<file path="config.mk">
export PLATFORM = sky130hd
export DESIGN_NAME = mux_rr_nt1_reg
export DESIGN_NICKNAME = d
export VERILOG_FILES = /design/src/rtl/mux_pkg.sv /design/src/rtl/mux_rr_nt1_reg_arb.sv /design/src/rtl/mux_rr_nt1_reg.sv
export SDC_FILE = /design/constraint.sdc
export NUM_CORES = 1
export LEC_CHECK = 0
export CAP_MARGIN = 25
export CORE_UTILIZATION = 48
export CTS_BUF_LIST = sky130_fd_sc_hd__clkbuf_4
export DETAILED_ROUTE_END_ITERATION = 8
export PLACE_DENSITY = 0.95
export SYNTH_ARGS = -nofsm -noshare
export SYNTH_HDL_FRONTEND = slang
export SYNTH_SLANG_ARGS = --single-unit
</file>
<file path="constraint.sdc">
create_clock -name CLK -period 6.15 [get_ports CLK]
set_clock_uncertainty 0.05 [all_clocks]
set_input_delay 1.23 -clock CLK [delete_from_list [all_inputs] [get_ports CLK]]
set_output_delay 1.23 -clock CLK [all_outputs]
set_load 0.01 [all_outputs]
</file>
<file path="src/rtl/mux_pkg.sv">
// ---------------------------------------------------------------------------
// mux_pkg: shared mode encodings and the rotating-priority search. rev 1.0
// ---------------------------------------------------------------------------
`default_nettype none

package mux_pkg;

  localparam logic MODE_FIXED = 1'b0;
  localparam logic MODE_RR    = 1'b1;

  // Upper bound on channel count the search helper can handle.
  localparam int MAX_CH = 64;
  localparam int IDXW   = 6;

  typedef struct packed {
    logic            hit;
    logic [IDXW-1:0] idx;
  } rr_res_t;

  // First valid channel after ptr, searching ptr+1, ptr+2, ... wrapping at ch.
  function automatic rr_res_t next_rr(input int ptr, input logic [MAX_CH-1:0] vld, input int ch);
    rr_res_t res;
    int      k;
    res = '0;
    for (int i = 1; i <= MAX_CH; i++) begin
      if (i <= ch) begin
        k = ptr + i;
        if (k >= ch) k = k - ch;
        if (!res.hit && vld[k[IDXW-1:0]]) begin
          res.hit = 1'b1;
          res.idx = k[IDXW-1:0];
        end
      end
    end
    return res;
  endfunction

endpackage

`default_nettype wire

</file>
<file path="src/rtl/mux_rr_nt1_reg_arb.sv">
// ---------------------------------------------------------------------------
// rr_arb_nb: round-robin pointer register plus rotating-priority search. rev 1.0
// ---------------------------------------------------------------------------
`default_nettype none

module rr_arb_nb
  import mux_pkg::*;
#(
  parameter  int CH   = 4,
  localparam int SELW = $clog2(CH)
) (
  input  logic            CLK,
  input  logic            RST,
  input  logic [CH-1:0]   REQ,
  input  logic            ADV,
  output logic            HIT,
  output logic [SELW-1:0] IDX
);

  logic [SELW-1:0]   ptr;
  logic [MAX_CH-1:0] req_pad;
  rr_res_t           res;
  logic              unused_idx;

  always_comb begin
    req_pad         = '0;
    req_pad[CH-1:0] = REQ;
  end

  assign res        = next_rr(int'(ptr), req_pad, CH);
  assign HIT        = res.hit;
  assign IDX        = res.idx[SELW-1:0];
  assign unused_idx = ^res.idx;

  // Reset to the last channel so the first search begins at channel 0.
  always_ff @(posedge CLK or posedge RST) begin
    if (RST) begin
      ptr <= SELW'(CH - 1);
    end else if (ADV) begin
      ptr <= IDX;
    end
  end

endmodule

`default_nettype wire

</file>
<file path="src/rtl/mux_rr_nt1_reg.sv">
// ---------------------------------------------------------------------------
// mux_rr_nt1_reg: registered N-to-1 valid/ready mux, fixed or round-robin. rev 1.0
// ---------------------------------------------------------------------------
`default_nettype none

module mux_rr_nt1_reg
  import mux_pkg::*;
#(
  parameter  int n    = 8,
  parameter  int CH   = 4,
  localparam int SELW = $clog2(CH)
) (
  input  logic              CLK,
  input  logic              RST,
  input  logic              MODE,
  input  logic [SELW-1:0]   SEL,
  input  logic [CH*n-1:0]   D_IN,
  input  logic [CH-1:0]     D_VLD,
  output logic [CH-1:0]     D_RDY,
  output logic [n-1:0]      D_OUT,
  output logic [SELW-1:0]   OUT_CH,
  output logic              OUT_VLD,
  input  logic              OUT_RDY
);

  logic [n-1:0]        ch_data [CH];
  logic [2**SELW-1:0]  vld_ext;
  logic                rr_hit;
  logic [SELW-1:0]     rr_idx;
  logic                grant;
  logic [SELW-1:0]     gidx;
  logic                load_en;
  logic                xfer;
  logic                adv;

  for (genvar k = 0; k < CH; k++) begin : g_unpack
    assign ch_data[k] = D_IN[k*n +: n];
  end

  // Zero-padded valids make out-of-range SEL values read as "not valid".
  always_comb begin
    vld_ext         = '0;
    vld_ext[CH-1:0] = D_VLD;
  end

  rr_arb_nb #(.CH(CH)) u_arb (
    .CLK (CLK),
    .RST (RST),
    .REQ (D_VLD),
    .ADV (adv),
    .HIT (rr_hit),
    .IDX (rr_idx)
  );

  always_comb begin
    grant = 1'b0;
    gidx  = '0;
    if (MODE == MODE_RR) begin
      grant = rr_hit;
      gidx  = rr_idx;
    end else begin
      grant = vld_ext[SEL];
      gidx  = SEL;
    end
  end

  assign load_en = !OUT_VLD || OUT_RDY;
  assign xfer    = load_en && grant && !RST;
  assign adv     = xfer && (MODE == MODE_RR);

  always_comb begin
    D_RDY = '0;
    for (int k = 0; k < CH; k++) begin
      D_RDY[k] = xfer && (gidx == SELW'(k));
    end
  end

  always_ff @(posedge CLK or posedge RST) begin
    if (RST) begin
      D_OUT   <= '0;
      OUT_CH  <= '0;
      OUT_VLD <= 1'b0;
    end else if (load_en) begin
      if (grant) begin
        D_OUT   <= ch_data[gidx];
        OUT_CH  <= gidx;
        OUT_VLD <= 1'b1;
      end else begin
        OUT_VLD <= 1'b0;
      end
    end
  end

endmodule

`default_nettype wire
</file>
==> results by group, run 1 <==
Clock tree
  – Number of hold-repair buffers added at the cts stage: 0
  – Maximum root-to-sink buffer count: 2
  – Total clock sinks: 13
  – Number of clock buffers inserted by TritonCTS: 3
  – CTS tree: yes
  – Buffer count from post-CTS setup fixing: 0
  – Clock latency on the worst-skew pair: about 0.29 ns
  – Clk Tree Root Cell: clkbuf_4
  – Max H-tree Level: 1
  – Clock transition time at the flip-flop clock pins of the worst setup and hold paths: around 0.08 ns
  – Quantity of gates resized following cts: 0

Worst setup path
  – Kind of critical path: input port to output port
  – Cells along the critical path: clkdlybuf4s50_1 -> mux2_1 -> a22o_2 -> a211o_1 -> o21ai_4 -> and3_1 -> nor2_1 -> nor2_1 -> clkdlybuf4s50_1
  – Depth of the most critical reg-to-reg path: 9
  – Dominant delay contributor by cell family on the critical path: buffers and inverters
  – Biggest cell delay along the critical path: approximately 0.54 ns
  – Crit path max fanout: 8
  – Worst endpoint data arrival time: 3.98 ns
  – Worst path buffer plus inverter count: 2
  – Critical path startpoint category: input port
  – Sort of element at the end of the critical path: output port
  – CP required: 4.87 ns
  – Highest-delay cell along the critical path: clkdlybuf4s50_1
  – Logic depth of the worst path, buffers included: 9

Floorplanning
  – Core area: approximately 0.0027 mm²
  – Placement row count: 19
  – Initial standard-cell utilization of the core: 0.506
  – Full die area: between 0.003 and 0.004 mm²
  – Number of top-level pins: 57
  – Die height: around 56 µm
  – Horiz. Die Dim: 55.7 µm

Flow run
  – Max-capacitance violation count: 0

Synth
  – Portion of netlist area occupied by mux cells: 0.111
  – Number of enable-type register cells in the synthesized netlist: 0
  – Share of synthesized flip-flops with an asynchronous set or reset: 1.00
  – Post-synthesis net count: 213
  – Xor and xnor area share after synthesis: 0
  – Synth Area per Inst: between 8 and 9 µm²
  – Synth warnings: 0
  – Synth area leaders: dfrtp_1, and3_1, a21oi_1
  – Synth Cell Area: ~0.0014 mm²
  – Count of unique library cells instantiated by Yosys: 40
  – Register bit count reported by yosys: 13
  – Most area-hungry cell type in the Yosys netlist: dfrtp_1
  – Prevailing post-synth register cell: dfrtp_1
  – Seq/Total Area, Yosys: 0.237
  – Largest family of logic cells by synthesized area: simple AND/OR/NAND/NOR gates
  – Ranking of synthesized cells by instance count: nand2_1, a21oi_1, nor2_1
  – Share of Yosys cell area claimed by the top area cell type: 0.199
  – Adder and majority gate portion of the synthesized area: 0.0452
  – Synth Area in Compound Gates: 0.275
  – Basic-gate share of the synthesized area counting and, or, nand and nor cells: 0.280
  – Dominant cell by count in the synthesized netlist: nand2_1
  – Mapped Cells: between 150 and 200

Power and ir drop
  – Switching power total: between 0.3 and 0.4 mW
  – Sequential Power Share: 0.214
  – Comb power frac: 0.714
  – P_leak: 0.823 nW
  – Power density relative to cell area: 420 mW/mm²
  – Post-layout total power: between 0.8 and 0.9 mW
  – Worst-case vdd ir drop: 0.000336 V
  – Internal Pwr Total: approximately 0.44 mW
  – Sw Ratio: 0.471
  – Clk network pwr share: 0.072

Hold path
  – Hold WC Path Type: flop to flop
  – Worst hold path depth: 2

Placement
  – Post-detailed-placement cell area: ~0.002 mm²
  – Estimated wirelength of the detail-placed design: approximately 3100 µm
  – Final weighted congestion in routability-driven placement: approximately 0.85
  – Number of I/O port buffers: 56

Finish
  – Final cell area excluding filler cells: between 0.0015 and 0.002 mm²
  – End-of-flow core utilization: 0.723
  – Share of post-route cells with drive strength above 1: 0.122
  – Syn-to-layout area delta: 42.8%
  – Filler cells: about 220
  – Final #Nets: approximately 270
  – Ant. Diodes: 0

Run status
  – Status: complete, no violations

Route
  – Residual DRC count: 0
  – DR vias: about 1500
  – Average vias per placed instance: between 5 and 6
  – Total routed wirelength: a little over 4000 µm
  – First-pass DRT Iterations: 4
  – Wirelength per Cell: around 16 µm
  – Detailed Route Iter0 Violations: between 80 and 90
  – Post-DRT Antenna Nets: 0

STA
  – Final period demand of the worst path: about 5.3 ns
  – Highest attainable clock frequency: approximately 0.19 GHz
  – Final hold viol count: 0
  – Setup TNS: 0 ns
  – Slew at the pin closest to its max-slew limit: roughly 0.55 ns
  – Max transition margin: 0.633
  – Final count of pins violating max slew: 0
  – Share of the clock period used by the worst path: 0.855
  – Setup violation total in the final timing report: 0
  – Setup repair after global routing missed its margin: false

GRT
  – Antenna violations before repair: 0
  – Largest net degree at the start of global routing: 18
  – Global-route usage over all layers: 0.279
  – Number of global-route vias before repair: roughly 1400
  – Global-route wire length before repair: between 6000 and 7000 µm
  – Global-route congestion overflow total: 0
-- layer usage --
metal	wire length, µm	part of all wire	vias up	track usage
met5	0	0	-	0
met4	78	0.019	0	0.161
met3	265	0.065	8	0.0628
met2	1920	0.47	69	0.410
met1	1790	0.44	694	0.376
li1	-	-	730	-
-- worst register-to-register path, cell delays in order (launching register included) --
cell and delay, ns:
dfstp_2 0.70, inv_1 0.14, ha_1 0.42, mux4_2 0.33, and2_4 0.20, nor3_4 0.22, o21ai_4 0.13, a31o_4 0.28
a221oi_1 0.45, a31oi_1 0.15
-- stage by stage --
stage | std cells | hold WS, ns | setup WS [ns]
after floorplan | 166 | 0.460 | 2.04
after global placement | 248 | 0.417 | 0.973
after detailed placement | 248 | 0.426 | 0.895
after CTS | 252 | 0.444 | 0.895
after global routing | 252 | 0.480 | 0.783
final | 252 | 0.442 | 0.890
-- registers in the layout, indices dropped and copies added (netlist names) --
name       flops
u_arb.ptr      2
OUT_CH         2
D_OUT          8
OUT_VLD        1
-- power groups by stage --
stage | Combinational [mW] | Clock [mW] | Sequential [mW]
2_1_floorplan | 0.419 | 0 | 0.175
3_3_place_gp | 0.569 | 0 | 0.176
3_5_place_dp | 0.588 | 0 | 0.179
4_1_cts | 0.590 | 0.0576 | 0.178
5_1_grt | 0.642 | 0.0661 | 0.188
6_report | 0.593 | 0.0602 | 0.178
-- worst paths after layout --
check	from	endpoint	slack, ns
worst max-delay path	D_VLD[1]	D_RDY[0]	0.89
worst min-delay path	OUT_CH[0]$_DFFE_PP0P_	OUT_CH[0]$_DFFE_PP0P_	0.44
worst max register to register	u_arb.ptr[0]$_DFFE_PP1P_	D_OUT[5]$_DFFE_PP0P_	2.96
worst min register to register	OUT_CH[0]$_DFFE_PP0P_	OUT_CH[0]$_DFFE_PP0P_	0.44
max in group asynchronous	RST	u_arb.ptr[0]$_DFFE_PP1P_	4.45
min in group asynchronous	RST	OUT_CH[1]$_DFFE_PP0P_	1.24
-- placed cells by master (no fill, tap or decap), types with 7 or more instances in the layout --
cell type / instances
a21oi_1: 18
a221oi_1: 7
a31oi_1: 9
and3_1: 15
clkdlybuf4s50_1: 56
dfrtp_1: 11
nand2_1: 19
nor2_1: 17
-- kinds of logic (layout without fill, tap and decap cells) --
family                     count (synthesis)  count (layout)
adders and majority gates                  5               5
AOI/OAI and AO/OA                         53              53
muxes                                     11              11
and+or+nand+nor                           72              72
buffers and inverters                     12              67
DFF                                       13              13
-- final cells by class --
cell class | instances | area (µm²) | area share
clock buffer | 4 | 30.0 | 0.0152
inverter | 5 | 18.8 | 0.00950
multi-input combinational | 141 | 985 | 0.498
sequential | 13 | 328 | 0.166
tap | 31 | 38.8 | 0.0196
timing repair buffer | 58 | 576 | 0.291
No activity file was read; power rests on OpenSTA's default activity.
==> run 2, diff against run 1 <==
--- a/config.mk
+++ b/config.mk
@@ -8,6 +8,7 @@
 export CAP_MARGIN = 25
 export CORE_UTILIZATION = 48
 export CTS_BUF_LIST = sky130_fd_sc_hd__clkbuf_4
+export CTS_CLUSTER_DIAMETER = 40
 export DETAILED_ROUTE_END_ITERATION = 8
 export PLACE_DENSITY = 0.95
 export SYNTH_ARGS = -nofsm -noshare
==> results of run 2 <==
The final DEF is identical to that of run 1; final timing and power are the same.
